File: config.mk
export PLATFORM = sky130hd
export DESIGN_NAME = ar0134_rx_timing
export DESIGN_NICKNAME = d
export VERILOG_FILES = /design/src/rtl/ar0134_rx_timing.sv
export SDC_FILE = /design/constraint.sdc
export NUM_CORES = 1
export LEC_CHECK = 0
export ABC_AREA = 0
export BUFFER_PORTS_ARGS = -buffer_cell sky130_fd_sc_hd__buf_2
export CAP_MARGIN = 20
export CORE_UTILIZATION = 50
export DETAILED_ROUTE_END_ITERATION = 16
export GPL_ROUTABILITY_DRIVEN = 0
export PLACE_DENSITY = 0.75
export SETUP_SLACK_MARGIN = 0.4
export SYNTH_ARGS = -nofsm -noshare
export SYNTH_HDL_FRONTEND = slang
export SYNTH_SLANG_ARGS = --single-unit
File: constraint.sdc
create_clock -name iPixelClk -period 2.6 [get_ports iPixelClk]
set_input_delay 0.39 -clock iPixelClk [delete_from_list [all_inputs] [get_ports iPixelClk]]
set_output_delay 0.39 -clock iPixelClk [all_outputs]
set_load 0.005 [all_outputs]
File: src/rtl/ar0134_rx_timing.sv
// -----------------------------------------------------------------------------
// ar0134_rx_timing
// Receives the AR0134 parallel sensor stream (FV/LV/data) on the sensor pixel
// clock and re-times it for an HDMI transmitter stage: data enable, active-high
// H/V syncs and 2-cycle-latency pixel data. It also measures every frame
// (pixels of the last line, lines per frame), counts completed frames and,
// optionally, flags frames that do not match the expected geometry.
//
// Optional feature macro: AR0134_RX_CHECK_EN
//   defined   -> line-length mismatch tracking and EXP_PIX/EXP_LINE comparison
//                drive oFrameErr
//   undefined -> oFrameErr is constant 0; all other outputs are unchanged
//
// Ports
//   iPixelClk      sensor pixel clock (only clock, rising edge)
//   iRstn          asynchronous active-low reset
//   iFV, iLV       sensor frame / line valid
//   iData[11:2]    sensor pixel data
//   oDE            data enable (stage-2 LV & stage-2 FV & ACTIVE)
//   oHS            horizontal sync, HS_WIDTH cycles after each line
//   oVS            vertical sync (stage-2 FV, low while resynchronising)
//   oData[9:0]     pixel data aligned with oDE, held while oDE is low
//   oPixPerLine    pixels of the last line of the last frame
//   oLinePerFrame  lines of the last frame
//   oMeasValid     one-cycle pulse when the measurement outputs update
//   oFrameErr      error status of the last frame
//   oFrameCnt      completed frame count, wraps 255 -> 0
// -----------------------------------------------------------------------------
module ar0134_rx_timing #(
  parameter int EXP_PIX  = 1282,
  parameter int EXP_LINE = 722,
  parameter int HS_WIDTH = 40
) (
  input  logic        iPixelClk,
  input  logic        iRstn,
  input  logic        iFV,
  input  logic        iLV,
  input  logic [11:2] iData,
  output logic        oDE,
  output logic        oHS,
  output logic        oVS,
  output logic [9:0]  oData,
  output logic [11:0] oPixPerLine,
  output logic [11:0] oLinePerFrame,
  output logic        oMeasValid,
  output logic        oFrameErr,
  output logic [7:0]  oFrameCnt
);

  localparam int HCW = (HS_WIDTH < 1) ? 1 : $clog2(HS_WIDTH + 1);
  localparam logic [HCW-1:0] HS_LOAD = HCW'(HS_WIDTH);
  localparam logic [11:0]    CNT_MAX = 12'hFFF;

  typedef enum logic [1:0] {
    SYNC    = 2'd0,
    WAIT_FV = 2'd1,
    ACTIVE  = 2'd2,
    DONE    = 2'd3
  } state_t;

  state_t          state_q, state_d;
  // Stage 1 holds FV/LV/data. Stage 2 of LV and data is folded into the
  // registered oDE/oData (loaded from stage 1 with the next state), so only
  // FV keeps an explicit stage-2 flop for edge detection.
  logic            fv1_q, lv1_q, fv2_q, pipe_vld_q;
  logic [9:0]      data1_q;
  logic            de_q, de_d, vs_q, vs_d, hs_q, hs_d, de_end_q;
  logic [9:0]      data_q, data_d;
  logic [HCW-1:0]  hs_cnt_q, hs_cnt_d;
  logic [11:0]     pix_cnt_q, pix_cnt_d, line_cnt_q, line_cnt_d;
  logic [11:0]     last_len_q, last_len_d;
  logic [11:0]     pix_out_q, pix_out_d, line_out_q, line_out_d;
  logic            mv_q, mv_d, err_q, err_d;
  logic [7:0]      cnt_q, cnt_d;
  logic            fv_rise, fv_fall, line_start, line_end, frame_err;

  assign fv_rise = fv1_q & ~fv2_q;
  assign fv_fall = ~fv1_q & fv2_q;

  // Next-state logic of the frame tracker.
  always_comb begin
    state_d = state_q;
    case (state_q)
      // pipe_vld_q ensures the low FV seen here is a real sample, not the
      // reset value, so a frame in progress at reset release is discarded.
      SYNC:    if (pipe_vld_q && !fv1_q) state_d = WAIT_FV; else state_d = state_q;
      WAIT_FV: if (fv_rise) state_d = ACTIVE; else state_d = state_q;
      ACTIVE:  if (fv_fall) state_d = DONE;   else state_d = state_q;
      DONE:    state_d = WAIT_FV;
      default: state_d = SYNC;
    endcase
  end

  // Output timing, per-line/per-frame counters and DONE-time measurement load.
  always_comb begin
    de_d       = lv1_q & fv1_q & (state_d == ACTIVE);
    vs_d       = fv1_q & (state_d != SYNC);
    line_start = de_d & ~de_q;
    line_end   = de_q & ~de_d;
    data_d     = de_d ? data1_q : data_q;

    if (line_start)                      pix_cnt_d = 12'd1;
    else if (de_d && pix_cnt_q != CNT_MAX) pix_cnt_d = pix_cnt_q + 12'd1;
    else                                 pix_cnt_d = pix_cnt_q;

    if (fv_rise)                                line_cnt_d = 12'd0;
    else if (line_end && line_cnt_q != CNT_MAX) line_cnt_d = line_cnt_q + 12'd1;
    else                                        line_cnt_d = line_cnt_q;

    if (fv_rise)       last_len_d = 12'd0;
    else if (line_end) last_len_d = pix_cnt_q;
    else               last_len_d = last_len_q;

    // de_end_q marks the cycle after oDE fell; reloading restarts the pulse.
    if (de_end_q)                 hs_cnt_d = HS_LOAD;
    else if (hs_cnt_q != '0)      hs_cnt_d = hs_cnt_q - HCW'(1);
    else                          hs_cnt_d = hs_cnt_q;
    hs_d = (hs_cnt_d != '0);

    pix_out_d  = pix_out_q;
    line_out_d = line_out_q;
    cnt_d      = cnt_q;
    err_d      = err_q;
    mv_d       = 1'b0;
    if (state_q == DONE) begin
      pix_out_d  = last_len_q;
      line_out_d = line_cnt_q;
      err_d      = frame_err;
      mv_d       = 1'b1;
      cnt_d      = cnt_q + 8'd1;
    end else begin
      mv_d       = 1'b0;
    end
  end

`ifdef AR0134_RX_CHECK_EN
  logic        first_seen_q, first_seen_d, mm_q, mm_d;
  logic [11:0] first_len_q, first_len_d;

  // Mismatch tracking: compare every later line of a frame with the first.
  always_comb begin
    first_seen_d = first_seen_q;
    first_len_d  = first_len_q;
    mm_d         = mm_q;
    if (fv_rise) begin
      first_seen_d = 1'b0;
      first_len_d  = 12'd0;
      mm_d         = 1'b0;
    end else begin
      if (line_end && !first_seen_q) begin
        first_seen_d = 1'b1;
        first_len_d  = pix_cnt_q;
      end else if (line_end && pix_cnt_q != first_len_q) begin
        mm_d = 1'b1;
      end else begin
        mm_d = mm_q;
      end
      // FV dropping while the line is still enabled truncates that line.
      if (state_q == ACTIVE && fv_fall && de_q) mm_d = 1'b1;
      else                                      first_seen_d = first_seen_d;
    end
  end

  // Mismatch tracking registers.
  always_ff @(posedge iPixelClk or negedge iRstn) begin
    if (!iRstn) begin
      first_seen_q <= 1'b0;
      first_len_q  <= 12'd0;
      mm_q         <= 1'b0;
    end else begin
      first_seen_q <= first_seen_d;
      first_len_q  <= first_len_d;
      mm_q         <= mm_d;
    end
  end

  assign frame_err = mm_q | (last_len_q != 12'(EXP_PIX)) | (line_cnt_q != 12'(EXP_LINE));
`else
  assign frame_err = 1'b0;
`endif

  // Pipeline, state and output registers.
  always_ff @(posedge iPixelClk or negedge iRstn) begin
    if (!iRstn) begin
      fv1_q      <= 1'b0;
      lv1_q      <= 1'b0;
      data1_q    <= 10'd0;
      fv2_q      <= 1'b0;
      pipe_vld_q <= 1'b0;
      state_q    <= SYNC;
      de_q       <= 1'b0;
      data_q     <= 10'd0;
      vs_q       <= 1'b0;
      hs_q       <= 1'b0;
      hs_cnt_q   <= '0;
      de_end_q   <= 1'b0;
      pix_cnt_q  <= 12'd0;
      line_cnt_q <= 12'd0;
      last_len_q <= 12'd0;
      pix_out_q  <= 12'd0;
      line_out_q <= 12'd0;
      mv_q       <= 1'b0;
      err_q      <= 1'b0;
      cnt_q      <= 8'd0;
    end else begin
      fv1_q      <= iFV;
      lv1_q      <= iLV;
      data1_q    <= iData;
      fv2_q      <= fv1_q;
      pipe_vld_q <= 1'b1;
      state_q    <= state_d;
      de_q       <= de_d;
      data_q     <= data_d;
      vs_q       <= vs_d;
      hs_q       <= hs_d;
      hs_cnt_q   <= hs_cnt_d;
      de_end_q   <= line_end;
      pix_cnt_q  <= pix_cnt_d;
      line_cnt_q <= line_cnt_d;
      last_len_q <= last_len_d;
      pix_out_q  <= pix_out_d;
      line_out_q <= line_out_d;
      mv_q       <= mv_d;
      err_q      <= err_d;
      cnt_q      <= cnt_d;
    end
  end

  assign oDE           = de_q;
  assign oHS           = hs_q;
  assign oVS           = vs_q;
  assign oData         = data_q;
  assign oPixPerLine   = pix_out_q;
  assign oLinePerFrame = line_out_q;
  assign oMeasValid    = mv_q;
  assign oFrameErr     = err_q;
  assign oFrameCnt     = cnt_q;

endmodule
[Yosys cells after proc, flatten, opt, wreduce, memory -nomap -nowiden]
Cells that the tools add are included.
Storage, ports and cells
  bits in latches: 0
  RAM bits: 0
  register bits after elaboration: 105
  ROM bits: 0
  output and inout bits: 47
  word-level logic and storage cells: 64
  input port bits: 14
  memories: 0
Operators by class
  reduce and logical (&&, ||, !) cells: 11
  equal/unequal tests: 6
  add/subtract/negate cells: 4
  mux-type cells: 13
  shifts and indexed selects: 0
  $mul: 0
  bitwise gates (word level): 11
  order comparisons: 0
  div/mod/pow operators: 0
Operator list (count)
  $mux W12: 6
  $add A12 B1 Y12 const B: 2
  $ne A12 B12 Y1 const B: 2
  $mux W6: 2
  $reduce_bool A6 Y1: 2
  $add A8 B1 Y8 const B: 1
  $pmux W2 S4: 1
  $reduce_bool A2 Y1: 4
  $and A1 B1 Y1: 7
  $eq A2 B2 Y1 const B: 3
  $mux W2: 3
  $sub A6 B1 Y6 const B: 1
  $not A1 Y1: 4
  $logic_and A1 B1 Y1: 3
  $eq A2 B1 Y1 const B: 1
  $logic_not A2 Y1: 1
  $logic_not A1 Y1: 1
  $mux W1: 1

[Depth between registers and ports, before layout]
  depth in word-level cells: 11
  depth in mapped cells: 8
  mapped depth without buffers: 6

[Least setup slack after synthesis]
No wires, ideal clock.
  kind: register to register
  start point: register state_q[1]
  end point: register pix_cnt_q[11]
  period minus slack after synthesis: 1792 ps
  arrival: 1713 ps
  setup time: 79 ps
  path slack: 808 ps
  buffers on the path: 2
  cell stages (with the launch flop): 7
  cell sequence: dfrtp_1 buf_6 or3b_1 a21o_1 buf_6 nor4_1 mux2i_1
Between the ends
  cells in the longest elaborated chain, start to end: 6
  elaborated cells on any way between the ends: 14
Ends and longest elaborated chain
  start: declaration: RTL line 61  | state_t state_q, state_d;
  start signal: assignment: RTL line 211  | state_q <= state_d;
  $eq A2 B2 Y1, or another cell as far along: RTL line 83  | case (state_q)
  $pmux W2 S4 (*): RTL line 83
  $eq A2 B2 Y1 (*): RTL line 96  | de_d = lv1_q & fv1_q & (state_d == ACTIVE);
  $and A1 B1 Y1 (*): RTL line 96
  $and A1 B1 Y1 / $logic_and A1 B1 Y1 (equally long branches): RTL line 98, 103
  $mux W12 / $reduce_bool A2 Y1 (equally long branches)
  end signal: assignment: RTL line 218  | pix_cnt_q <= pix_cnt_d;
  end: declaration: RTL line 70  | logic [11:0] pix_cnt_q, pix_cnt_d, line_cnt_q, line_cnt_d;
Every way passes the cells marked *; elsewhere a longest branch is shown, timed or not.
A chain may end at the register's enable or synchronous reset.

[Worst setup path after layout]
  start point: register state_q[1]
  end point: register pix_cnt_q[4]
Same word-level chain as after synthesis.

==> flow_summary.toml <==
[outcome]
run_status = "finished, violations left"
failed_checks = "DRC"

[synth]
yosys_warnings = 0
synth_most_common_cell = "nand2_1"
synthFlopType = "dfrtp_1"
synth.area.top_cells = "dfrtp_1 59%, nand2_1 12%, a21oi_1 2.6%, mux2i_1 1.6%, xnor2_1 1.6%"
ys_seq_elements = 105
avgSynthCellArea_um2 = 9.81
yosysUniqueCellTypes = 48
synthArstFlopShare_pct = 100
yosys.area.top_type = "dfrtp_1"
synth_top_area_share_pct = 58.8
synth-edff-count = 0
syn_area_um2 = 4470
yosysSeqAreaShare_pct = 58.8
synth_common_cells = "147 x nand2_1, 105 x dfrtp_1, 23 x a21oi_1"
synthCells = 455
synth_nets = 474

[detailed_routing]
drt_iter0_drc = 162
finalWirelength_um = 8860
wire_per_inst_um = 14.2
drc = 1
avgViaCountPerCell = 5.61
drt_first_pass_iters = 11
postRouteAntennaNets = 0
vias = 3504

[power]
leakagePower_uw = 0.00251
peakVddDrop_v = 0.000486
power_density_nw_per_um2 = 787

[timing]
finalCritPeriodShare_pct = 79.0
finalHoldViolCount = 0
rsz0062_at_grt = "no"
slew_headroom_pct = 50.9
setup_tns_ns = 0
worst_pin_slew_ns = 0.731
slew_viol_final = 0
setup_violations = 0
fin_crit_ns = 2.05
max_freq_mhz = 487
fin_skew_ns = 0.0109

[hold_path]
hold_path.class = "in2reg"

[floorplanning]
die_area_um2 = 9310
die_width_um = 96.5
rows = 34
start_util_pct = 51.5
core-area_um2 = 8680
io_pins = 61
die_h_um = 96.5

[clock_network]
cts_root_buffer = "clkbuf_8"
clk_pin_slew_ns = 0.11
postCtsSetupBuffers = 0
cts_tree = "done"
htree_levels = 3
cts_buffers = 9
insertion_delay_ns = 0.37
cts.sinks = 105
cts_max_path_buffers = 2

[global_route]
gr-usage-met1_pct = 26.6
first_global_vias = 3162
overflow = 0
grt_busiest_layer = "met2"
grt_max_degree = 56
grt_use_met3_pct = 5.56
grtUsageMet2_pct = 32.9
grt_first_pass_wirelength_um = 14500
antenna_found_initial = 0
grt_util_all_layers_pct = 20.3

[critical_path]
crit_chain = "or3b_1 -> a21o_2 -> or4_1 -> a22oi_1"
end_kind = "flop"
path_class = "reg2reg"
startpoint_type = "flop"
critical-path-max-stage-delay_ns = 0.53
cp.required_ns = 2.88
cp_max_fo = 24
critPathSlowestCell = "or4_1"
cp.arrival_ns = 2.33

[cells_and_area]
multiInputGateArea_um2 = 1690
nNetsFinal = 531
antenna_cells = 0
layoutNonFillerInstCount = 625
seq_area_um2 = 2630
layout-drive-gt1-share_pct = 17.8
fillers = 749
syn2layout_area_growth_pct = 13.7

[place]
port_buffers = 59
dp_hpwl_um = 5940
placed_cells = 608

[job]
maxCapViolCount = 0
[kinds of logic (layout without fill, tap and decap cells)]
kind of cell / after synthesis / in the layout / synth area share [%]
compound gates: 64 / 64 / 8.99
xor+xnor: 11 / 11 / 2.16
fa+ha+maj: 5 / 5 / 1.40
buf+inv: 33 / 95 / 3.42
flops: 105 / 105 / 58.8
mux: 8 / 8 / 1.82
other cells: 2 / 2 / 0.168
simple gates: 227 / 227 / 23.2
[sequential cells by signal, indices dropped and copies added (netlist names)]
register / flops
oData: 10
oPixPerLine: 12
line_cnt_q: 12
lv1_q: 1
oVS: 1
fv2_q: 1
pix_cnt_q: 12
oDE: 1
pipe_vld_q: 1
data1_q: 10
state_q: 2
hs_cnt_q: 6
de_end_q: 1
last_len_q: 12
oLinePerFrame: 12
oMeasValid: 1
oFrameCnt: 8
fv1_q: 1
oHS: 1
[through the flow]
stage	hold slack [ns]	total power [µW]	instance area [µm²]	utilization [%]	setup slack [ns]
2_1_floorplan	0.0944	2700	4470	-	0.808
3_3_place_gp	0.311	2960	4860	56.0	0.559
3_5_place_dp	0.315	3020	4860	56.0	0.500
4_1_cts	0.107	4030	5080	58.5	0.462
5_1_grt	0.0889	4260	5080	58.5	0.433
6_report	0.118	4000	5080	58.5	0.547
[area by class of cell]
| type | count | share of cell area [%] |
|---|---|---|
| well taps | 108 | 2.66 |
| clock buffers | 9 | 2.44 |
| clock inverters | 7 | 1.58 |
| repair buffers | 69 | 7.64 |
| inverters | 10 | 0.739 |
| multi-input cells | 317 | 33.2 |
| flip-flops and latches | 105 | 51.7 |
[path summary, 6_finish.rpt]
kind	start	end	slack, ns	cells after the start
min in group asynchronous	iRstn	oPixPerLine[3]$_DFFE_PN0P_	0.45	2
hold / removal	iData[4]	data1_q[2]$_DFF_PN0_	0.12	1
max in group asynchronous	iRstn	last_len_q[5]$_DFFE_PN0P_	1.50	3
hold reg to reg	data1_q[9]$_DFF_PN0_	oData[9]$_DFFE_PN0P_	0.45	2
setup reg to reg	state_q[1]$_DFF_PN0_	pix_cnt_q[4]$_DFFE_PN0P_	0.55	4
setup / recovery	state_q[1]$_DFF_PN0_	pix_cnt_q[4]$_DFFE_PN0P_	0.55	4
[power by group]
group / internal (µW) / switching, µW
clock: 388 / 624
combinational: 373 / 499
sequential: 1880 / 237
total: 2640 / 1360
[cells in the final DEF (no fill, tap or decap), types with 10 or more instances in the layout]
master   instances
nor2_1          11
nand3_1         12
dfrtp_1        105
nand2_1        147
nor3_1          10
o21ai_0         13
buf_2           58
a21oi_1         23
[repair_timing]
action,4_1_cts,5_1_grt
endpoints found under the setup margin,0,3
gates resized for setup,0,1
hold buffers,1,0
endpoints found under the hold margin,23,0
[worst max-delay path, delay by kind of cell, from the launching register on]
family,cells,cell delay (ns)
AND/OR/NAND/NOR,2,0.93
AO/OA/AOI/OAI,2,0.54
flip-flops,1,0.48
[routing by layer]
metal | up-vias | part of all wire [%]
li1 | 1664 | -
met1 | 1704 | 45
met2 | 121 | 48
met3 | 15 | 5.7
met4 | 0 | 1.5
met5 | - | 0
Note: power is estimated with default switching activity, not from simulation.
